File: src/rtl/mem_arbiter_if.sv
// Cache-side request bus and RAM-side port of the multicore memory arbiter.
// The slave modport is the arbiter's view; master is the environment's view.
interface mem_arbiter_if #(
  parameter int unsigned NPORTS = 4,
  parameter int unsigned AW     = 32,
  parameter int unsigned DW     = 32
);
  logic [NPORTS-1:0]    ren;
  logic [NPORTS-1:0]    wen;
  logic [NPORTS*AW-1:0] addr;
  logic [NPORTS*DW-1:0] store;
  logic [NPORTS-1:0]    hit;
  logic [NPORTS-1:0]    err;
  logic [DW-1:0]        load;
  logic                 ramREN;
  logic                 ramWEN;
  logic [AW-1:0]        ramaddr;
  logic [DW-1:0]        ramstore;
  logic [DW-1:0]        ramload;
  logic [1:0]           ramstate;

  modport slave (
    input  ren, wen, addr, store, ramload, ramstate,
    output hit, err, load, ramREN, ramWEN, ramaddr, ramstore
  );

  modport master (
    output ren, wen, addr, store, ramload, ramstate,
    input  hit, err, load, ramREN, ramWEN, ramaddr, ramstore
  );
endinterface

File: src/rtl/mem_arbiter.sv
// Round-robin arbiter granting one of NPORTS cache requesters the single RAM
// port, with a per-access watchdog that forces an error after TIMEOUT cycles.
module mem_arbiter #(
  parameter int unsigned NPORTS  = 4,
  parameter int unsigned AW      = 32,
  parameter int unsigned DW      = 32,
  parameter int unsigned TIMEOUT = 255
) (
  input logic          CLK,
  input logic          nRST,
  mem_arbiter_if.slave bus
);
  localparam int unsigned OW  = $clog2(NPORTS);
  localparam int unsigned WCW = $clog2(TIMEOUT + 1);

  localparam logic [1:0] RS_ACCESS = 2'd2;
  localparam logic [1:0] RS_ERROR  = 2'd3;

  typedef enum logic {IDLE, OWN} state_t;

  state_t         r_state, w_state_nxt;
  logic [OW-1:0]  r_owner, w_owner_nxt;
  logic [OW-1:0]  r_ptr, w_ptr_nxt;
  logic [WCW-1:0] r_wcnt, w_wcnt_nxt;
  logic           r_wr, w_wr_nxt;
  logic [AW-1:0]  r_addr, w_addr_nxt;
  logic [DW-1:0]  r_store, w_store_nxt;

  logic [NPORTS-1:0] w_req;
  logic [NPORTS-1:0] w_hit;
  logic [NPORTS-1:0] w_err;
  logic [DW-1:0]     w_load;
  logic              w_ren;
  logic              w_wen;
  logic              w_found;
  logic [OW-1:0]     w_pick;
  logic [OW-1:0]     w_idx;
  logic [OW-1:0]     w_ptr_inc;
  logic [AW-1:0]     w_port_addr  [NPORTS];
  logic [DW-1:0]     w_port_store [NPORTS];

  assign w_req = bus.ren | bus.wen;

  for (genvar g = 0; g < NPORTS; g++) begin : g_unpack
    assign w_port_addr[g]  = bus.addr[g*AW +: AW];
    assign w_port_store[g] = bus.store[g*DW +: DW];
  end

  assign w_ptr_inc = OW'((32'(r_owner) + 32'd1) % NPORTS);

  // First requester at or after the round-robin pointer.
  always_comb begin
    w_found = 1'b0;
    w_pick  = '0;
    w_idx   = '0;
    for (int unsigned k = 0; k < NPORTS; k++) begin
      w_idx = OW'((32'(r_ptr) + k) % NPORTS);
      if (!w_found && w_req[w_idx]) begin
        w_found = 1'b1;
        w_pick  = w_idx;
      end
    end
  end

  always_ff @(posedge CLK or posedge nRST) begin
    if (nRST) begin
      r_state <= IDLE;
      r_owner <= '0;
      r_ptr   <= '0;
      r_wcnt  <= '0;
      r_wr    <= 1'b0;
      r_addr  <= '0;
      r_store <= '0;
    end else begin
      r_state <= w_state_nxt;
      r_owner <= w_owner_nxt;
      r_ptr   <= w_ptr_nxt;
      r_wcnt  <= w_wcnt_nxt;
      r_wr    <= w_wr_nxt;
      r_addr  <= w_addr_nxt;
      r_store <= w_store_nxt;
    end
  end

  always_comb begin
    w_state_nxt = r_state;
    w_owner_nxt = r_owner;
    w_ptr_nxt   = r_ptr;
    w_wcnt_nxt  = r_wcnt;
    w_wr_nxt    = r_wr;
    w_addr_nxt  = r_addr;
    w_store_nxt = r_store;
    w_hit       = '0;
    w_err       = '0;
    w_load      = '0;
    w_ren       = 1'b0;
    w_wen       = 1'b0;

    if (r_state == IDLE) begin
      if (w_found) begin
        w_state_nxt = OWN;
        w_owner_nxt = w_pick;
        w_wr_nxt    = bus.wen[w_pick];
        w_addr_nxt  = w_port_addr[w_pick];
        w_store_nxt = w_port_store[w_pick];
        w_wcnt_nxt  = '0;
      end
    end else begin
      w_ren = !r_wr;
      w_wen = r_wr;
      // RAM completion outranks an owner abort, which outranks the watchdog.
      if (bus.ramstate == RS_ACCESS) begin
        w_hit[r_owner] = 1'b1;
        w_load         = bus.ramload;
        w_ptr_nxt      = w_ptr_inc;
        w_state_nxt    = IDLE;
      end else if (bus.ramstate == RS_ERROR) begin
        w_err[r_owner] = 1'b1;
        w_ptr_nxt      = w_ptr_inc;
        w_state_nxt    = IDLE;
      end else if (!w_req[r_owner]) begin
        w_ptr_nxt   = w_ptr_inc;
        w_state_nxt = IDLE;
      end else if (r_wcnt == WCW'(TIMEOUT - 1)) begin
        w_err[r_owner] = 1'b1;
        w_ptr_nxt      = w_ptr_inc;
        w_state_nxt    = IDLE;
      end else begin
        w_wcnt_nxt = r_wcnt + WCW'(1);
      end
    end
  end

  assign bus.hit      = w_hit;
  assign bus.err      = w_err;
  assign bus.load     = w_load;
  assign bus.ramREN   = w_ren;
  assign bus.ramWEN   = w_wen;
  assign bus.ramaddr  = r_addr;
  assign bus.ramstore = r_store;
endmodule

File: src/flat_wrapper.sv
// flat-port wrapper written by rule: the top's interface ports become plain ports
module mem_arbiter_flat 
#(
  parameter int unsigned NPORTS  = 4,
  parameter int unsigned AW      = 32,
  parameter int unsigned DW      = 32,
  parameter int unsigned TIMEOUT = 255
)
  (CLK, nRST, bus_ren, bus_wen, bus_addr, bus_store, bus_ramload, bus_ramstate, bus_hit, bus_err, bus_load, bus_ramREN, bus_ramWEN, bus_ramaddr, bus_ramstore);
  mem_arbiter_if #(.NPORTS(NPORTS), .AW(AW), .DW(DW)) bus_i ();
  input logic CLK;
  input logic nRST;
  input wire logic [$bits(bus_i.ren)-1:0] bus_ren;
  input wire logic [$bits(bus_i.wen)-1:0] bus_wen;
  input wire logic [$bits(bus_i.addr)-1:0] bus_addr;
  input wire logic [$bits(bus_i.store)-1:0] bus_store;
  input wire logic [$bits(bus_i.ramload)-1:0] bus_ramload;
  input wire logic [$bits(bus_i.ramstate)-1:0] bus_ramstate;
  output wire logic [$bits(bus_i.hit)-1:0] bus_hit;
  output wire logic [$bits(bus_i.err)-1:0] bus_err;
  output wire logic [$bits(bus_i.load)-1:0] bus_load;
  output wire logic [$bits(bus_i.ramREN)-1:0] bus_ramREN;
  output wire logic [$bits(bus_i.ramWEN)-1:0] bus_ramWEN;
  output wire logic [$bits(bus_i.ramaddr)-1:0] bus_ramaddr;
  output wire logic [$bits(bus_i.ramstore)-1:0] bus_ramstore;
  assign bus_i.ren = bus_ren;
  assign bus_i.wen = bus_wen;
  assign bus_i.addr = bus_addr;
  assign bus_i.store = bus_store;
  assign bus_i.ramload = bus_ramload;
  assign bus_i.ramstate = bus_ramstate;
  assign bus_hit = bus_i.hit;
  assign bus_err = bus_i.err;
  assign bus_load = bus_i.load;
  assign bus_ramREN = bus_i.ramREN;
  assign bus_ramWEN = bus_i.ramWEN;
  assign bus_ramaddr = bus_i.ramaddr;
  assign bus_ramstore = bus_i.ramstore;
  mem_arbiter #(.NPORTS(NPORTS), .AW(AW), .DW(DW), .TIMEOUT(TIMEOUT)) u_core (.CLK(CLK), .nRST(nRST), .bus(bus_i));
endmodule
File: config.mk
export PLATFORM = sky130hd
export DESIGN_NAME = mem_arbiter_flat
export DESIGN_NICKNAME = d
export VERILOG_FILES = /design/src/rtl/mem_arbiter_if.sv /design/src/rtl/mem_arbiter.sv /design/src/flat_wrapper.sv
export SDC_FILE = /design/constraint.sdc
export NUM_CORES = 1
export LEC_CHECK = 0
export BUFFER_PORTS_ARGS = -buffer_cell sky130_fd_sc_hd__buf_4
export CAP_MARGIN = 20
export CORE_AREA = 2 2 156 158
export CTS_CLUSTER_DIAMETER = 80
export DETAILED_ROUTE_END_ITERATION = 8
export DIE_AREA = 0 0 158 160
export PLACE_DENSITY = 0.53
export SLEW_MARGIN = 20
export SYNTH_ARGS = -nofsm -noshare
export SYNTH_HDL_FRONTEND = slang
export SYNTH_SLANG_ARGS = --single-unit
File: constraint.sdc
create_clock -name CLK -period 3.56 [get_ports CLK]
set_clock_uncertainty 0.1 [all_clocks]
set_input_delay 0.712 -clock CLK [delete_from_list [all_inputs] [get_ports CLK]]
set_output_delay 0.712 -clock CLK [all_outputs]
set_load 0.01 [all_outputs]
* After elaboration in Yosys (flattened, before gate mapping)
Index checks and enable logic that the tools add are counted.
Word-level totals: bits in latches 0, bits in writable memories 0, memories kept 0, output and inout port bits 106, input port bits 300, memory bits (read-only) 0, flip-flop bits (word level) 78, word-level logic and storage cells 98
Cells by class: reduce and logical (&&, ||, !) cells 12, multipliers 0, mux-type cells 55, div/mod/pow operators 0, equal/unequal tests 8, $lt $le $gt $ge 8, shift-type cells 0, bitwise operators 3, add/sub/neg operators 5
Operators by type and width (count):
- 2-to-1 mux 32 bit | 6
- binary-select mux 32 bit (select 2 bit) | 2
- 2-to-1 mux 8 bit | 6
- 2-to-1 mux 4 bit | 7
- 2-to-1 mux 1 bit | 19
- < comparator 2 x 3 -> 1 bit, second input constant | 6
- 2-to-1 mux 2 bit | 8
- binary-select mux 1 bit (select 2 bit) | 6
- adder 8 x 1 -> 8 bit, second input constant | 1
- equality test 8 bit, second input constant | 1
- != test 2 bit, second input constant | 4
- AND reduction 5 bit | 1
- adder 2 x 1 -> 2 bit, second input constant | 2
- adder 2 bit, second input constant | 2
- equality test 2 bit, second input constant | 2
- logical AND 1 bit | 4
- zero test 1 bit | 4
- != test 4 x 2 -> 1 bit, second input constant | 1
- OR 4 bit | 1
- AND reduction 2 bit | 2
- greater-or-equal comparator 3 bit, second input constant | 1
- inverter 2 -> 3 bit | 1
- demux 1 bit (select 2 bit) | 1
- greater-or-equal comparator 2 x 1 -> 1 bit, second input constant | 1
- other kinds (2) | 2

* Depth between registers and ports, before layout
word-level depth 17, mapped depth 7, gate-level depth less buffers 7

* Least setup slack after synthesis
No wires, ideal clock.
path type input to output, start point input bus_ren[1], end point output bus_err[0], slack 914 ps, arrival 1834 ps, data required time 2748 ps, stages on the path 5, path buffers 0, path through nor2_1 -> mux4_2 -> o31ai_1 -> nand2_1 -> nor2_1
On the way: cells in the longest elaborated chain, start to end 7
Ends and longest elaborated chain:
- start, declared | line flat_wrapper.sv:13 | input wire logic [$bits(bus_i.ren)-1:0] bus_ren;
- OR 4 bit | line mem_arbiter.sv:42 | assign w_req = bus.ren | bus.wen;
- binary-select mux 1 bit (select 2 bit) | line mem_arbiter.sv:121 | end else if (!w_req[r_owner]) begin
- 2-to-1 mux 1 bit (not written as such) | line mem_arbiter.sv:121
- 2-to-1 mux 4 bit | line mem_arbiter.sv:121
- 2-to-1 mux 4 bit | line mem_arbiter.sv:117 | end else if (bus.ramstate == RS_ERROR) begin
- 2-to-1 mux 4 bit | line mem_arbiter.sv:112 | if (bus.ramstate == RS_ACCESS) begin
- 2-to-1 mux 4 bit | line mem_arbiter.sv:99 | if (r_state == IDLE) begin
- end, declared | line flat_wrapper.sv:20 | output wire logic [$bits(bus_i.err)-1:0] bus_err;
No other way between the ends. The select of a mux whose other input is x is not followed.

* Final worst setup path
start point register u_core.r_owner[0], end point output bus_err[2]
On the way: cells in the longest elaborated chain, start to end 9
Ends and longest elaborated chain:
- start, declared | line mem_arbiter.sv:22 | logic [OW-1:0] r_owner, w_owner_nxt;
- start signal, assigned | line mem_arbiter.sv:76 | r_owner <= w_owner_nxt;
- < comparator 2 x 3 -> 1 bit (not written as such) or greater-or-equal comparator 2 x 1 -> 1 bit (tied branches) | line mem_arbiter.sv:118, mem_arbiter.sv:125
- logical AND 1 bit (not written as such) | line mem_arbiter.sv:118, mem_arbiter.sv:125
- 2-to-1 mux 1 bit (not written as such) | line mem_arbiter.sv:118, mem_arbiter.sv:125
- demux 1 bit (select 2 bit)
- 2-to-1 mux 4 bit | line mem_arbiter.sv:124 | end else if (r_wcnt == WCW'(TIMEOUT - 1)) begin
- 2-to-1 mux 4 bit | line mem_arbiter.sv:121
- 2-to-1 mux 4 bit (*) | line mem_arbiter.sv:117
- 2-to-1 mux 4 bit (*) | line mem_arbiter.sv:112
- 2-to-1 mux 4 bit (*) | line mem_arbiter.sv:99
Mark *: on every way between the ends. The rest lies on a longest branch, timed or not. The select of a mux whose other input is x is not followed.

==> results.cfg <==
[run_status]
outcome = complete, no violations

[worst_setup_path]
r2r_start = u_core.r_ptr[1]$_DFFE_PP0P_
start_kind = register
cp.arrival_ns = 2.25
crit_fanout = 5
required_ns = 2.75
r2r_cells = 6
r2r_setup_slack_ns = 0.96
critPathCaptureType = primary output
rr_endpoint = u_core.bus.ramstore[15]$_DFFE_PP0P_
worst-setup-path-type = reg2out

[layout]
area_delta_synth_final_pct = 72.1
instances_no_fill = 1227
fin_nets = 1204
layout_commonest_cell = buf_4
layout-drive-gt1-share_pct = 49.9
fin_util_pct = 37.4
layout_common_cells = buf_4, mux2i_1, dfrtp_1
diodes = 0
nFillCells = 2476

[placed_design]
dp_cells = 1211
port_buffers = 405
dp_slack_ns = 0.530
dp_hpwl_mm = 17.1
routabilityCongestion = 0.821

[pwr]
ir_drop_uv = 303
power.leakage_nw = 4.62
p_per_area_mw_per_mm2 = 698

[synth]
synth_cell_types = 44
syn_nets = 812
synth_warnings = 0
synth_edf_count = 0
netlist_instances = 506
ys_ff_latch = 78
synthArstFlopShare_pct = 100
syn_area_per_cell_um2 = 10.2
syn_area_mm2 = 0.00517
synth-main-ff-cell = dfrtp_1
yosysSeqAreaShare_pct = 37.7

[floorplanning]
pin_count = 406
num_rows = 57
dieArea_mm2 = 0.0253
start_util_pct = 21.7
die_width_um = 158
core-area_mm2 = 0.0238
die_height_um = 160

[job]
maxCapViolCount = 0

[detailed_routing]
wirelength_mm = 21.9
vias = 5540
drcViolationCount = 0
drtIter0Drc = 197
wire_per_inst_um = 17.9
dr.pass1.iters = 4
viasPerCell = 4.52
ant_nets = 0

[min_path]
hp-start = u_core.bus.ramaddr[21]$_DFFE_PP0P_
hold_class = reg2reg
hold-path-cell-count = 2
min_to = u_core.bus.ramaddr[21]$_DFFE_PP0P_

[clock_network]
cts.clk_slew.worst_paths_ns = 0.06
cts_made_buffers = 9
ctsHoldBuffers = 0
insertion_delay_ns = 0.34
cts_tree = built
h-tree-depth = 3
postCtsSetupBuffers = 0
root_buffer = clkbuf_16
postCtsResizedCells = 0
cts_buffer_depth = 2
cts_sinks = 78

[sta]
relSlewSlack_pct = 45.3
setup_viol = 0
timing.final.crit_share_pct = 86.0
grt_setup_unrepaired = false
worstMarginPinSlew_ns = 0.820
slew_viol_final = 0
setup-tns-final_ns = 0
fin_crit_ns = 3.06
hold_viol = 0
worst_slack_ns = 0.497
timing.fmax_mhz = 326

[global_routing]
grt_max_degree = 50
antenna_found_initial = 0
grt_pass1_vias = 5737
grt_pass1_wl_mm = 32.5
overflow = 0
grt_use_total_pct = 16.9
[synth_stat cells (2+ instances only)]
| master | instances | share of area (%) |
|---|---|---|
| a21oi_1 | 3 | 0.29 |
| a41o_1 | 2 | 0.39 |
| and2_1 | 34 | 4.1 |
| and4_1 | 3 | 0.51 |
| buf_2 | 6 | 0.58 |
| buf_4 | 13 | 1.9 |
| buf_6 | 3 | 0.65 |
| clkbuf_1 | 17 | 1.2 |
| dfrtp_1 | 78 | 38 |
| ha_1 | 6 | 1.5 |
| inv_1 | 10 | 0.73 |
| mux2_1 | 2 | 0.44 |
| mux2i_1 | 131 | 25 |
| nand2_1 | 76 | 5.5 |
| nand3_1 | 2 | 0.19 |
| nand4_1 | 2 | 0.24 |
| nor2_1 | 12 | 0.87 |
| nor3_1 | 7 | 0.68 |
| nor3_2 | 3 | 0.58 |
| nor4_4 | 2 | 0.82 |
| o21a_1 | 2 | 0.29 |
| o21ai_0 | 4 | 0.39 |
| o221ai_1 | 64 | 11 |
| or2_1 | 2 | 0.24 |
| xnor2_1 | 3 | 0.51 |
[metrics by stage]
stage	area (um2)	hold WS (ns)	total power, mW
after global routing	8900	0.408	6.67
after CTS	8900	0.394	6.33
after floorplan	5170	0.360	3.72
final	8900	0.389	6.22
after detailed placement	8590	0.374	5.29
after global placement	8590	0.372	5.29
[kinds of logic after synthesis]
logic type,share of synthesized area [%]
compound gates,14.5
xor+xnor,0.508
fa+ha+maj,1.45
buf+inv,5.08
flops,37.7
mux,26.2
simple gates,14.5
[worst max-delay path: stages, from the launching register on]
cell and delay (ns):
dfrtp_1 0.40, inv_1 0.17, mux4_2 0.63, o31ai_1 0.22, nand2_1 0.19, nor2_1 0.16
buf_4 0.14
[layer usage]
metal | share of wire (%) | vias to the layer above | global-route usage [%]
met5 | 0 | - | 0
met4 | 2.9 | 0 | 6.55
met1 | 40 | 2569 | 20.7
li1 | - | 2679 | -
met2 | 49 | 263 | 28.5
met3 | 8.3 | 29 | 4.07
[layout make-up]
cell class                 instances  area [um2]  area share (%)
clock buffer                      11         253            2.84
clock inverter                     5        57.6           0.647
inverter                          10        38.8           0.436
multi-input combinational        379        2970            33.3
sequential                        78        1950            21.9
tap                              324         405            4.55
timing repair buffer             420        3230            36.3
[report_power, final]
part	switching (mW)	internal, mW	total, mW
Clock	0.408	0.583	0.990
Sequential	0.268	1.31	1.58
Combinational	1.89	1.76	3.65
Total	2.56	3.65	6.22
[worst max-delay path by stage]
stage	from	to	slack, ns	depth (start not counted)
after floorplan	nRST	u_core.bus.ramaddr[0]$_DFFE_PP0P_	0.75	1
after global placement	bus_wen[2]	u_core.bus.ramstore[15]$_DFFE_PP0P_	0.55	7
after detailed placement	bus_wen[2]	u_core.bus.ramstore[15]$_DFFE_PP0P_	0.53	7
after CTS	u_core.r_owner[0]$_DFFE_PP0P_	bus_err[2]	0.45	6
after global routing	u_core.r_owner[0]$_DFFE_PP0P_	bus_err[0]	0.34	6
final	u_core.r_owner[0]$_DFFE_PP0P_	bus_err[2]	0.50	6
[registers in the layout, summed over array words and instances (netlist names)]
name / count
u_core.r_ptr: 2
u_core.r_wr: 1
u_core.r_wcnt: 8
u_core.r_state: 1
u_core.bus.ramaddr: 32
u_core.bus.ramstore: 32
u_core.r_owner: 2
No activity file was read; power rests on OpenSTA's default activity.
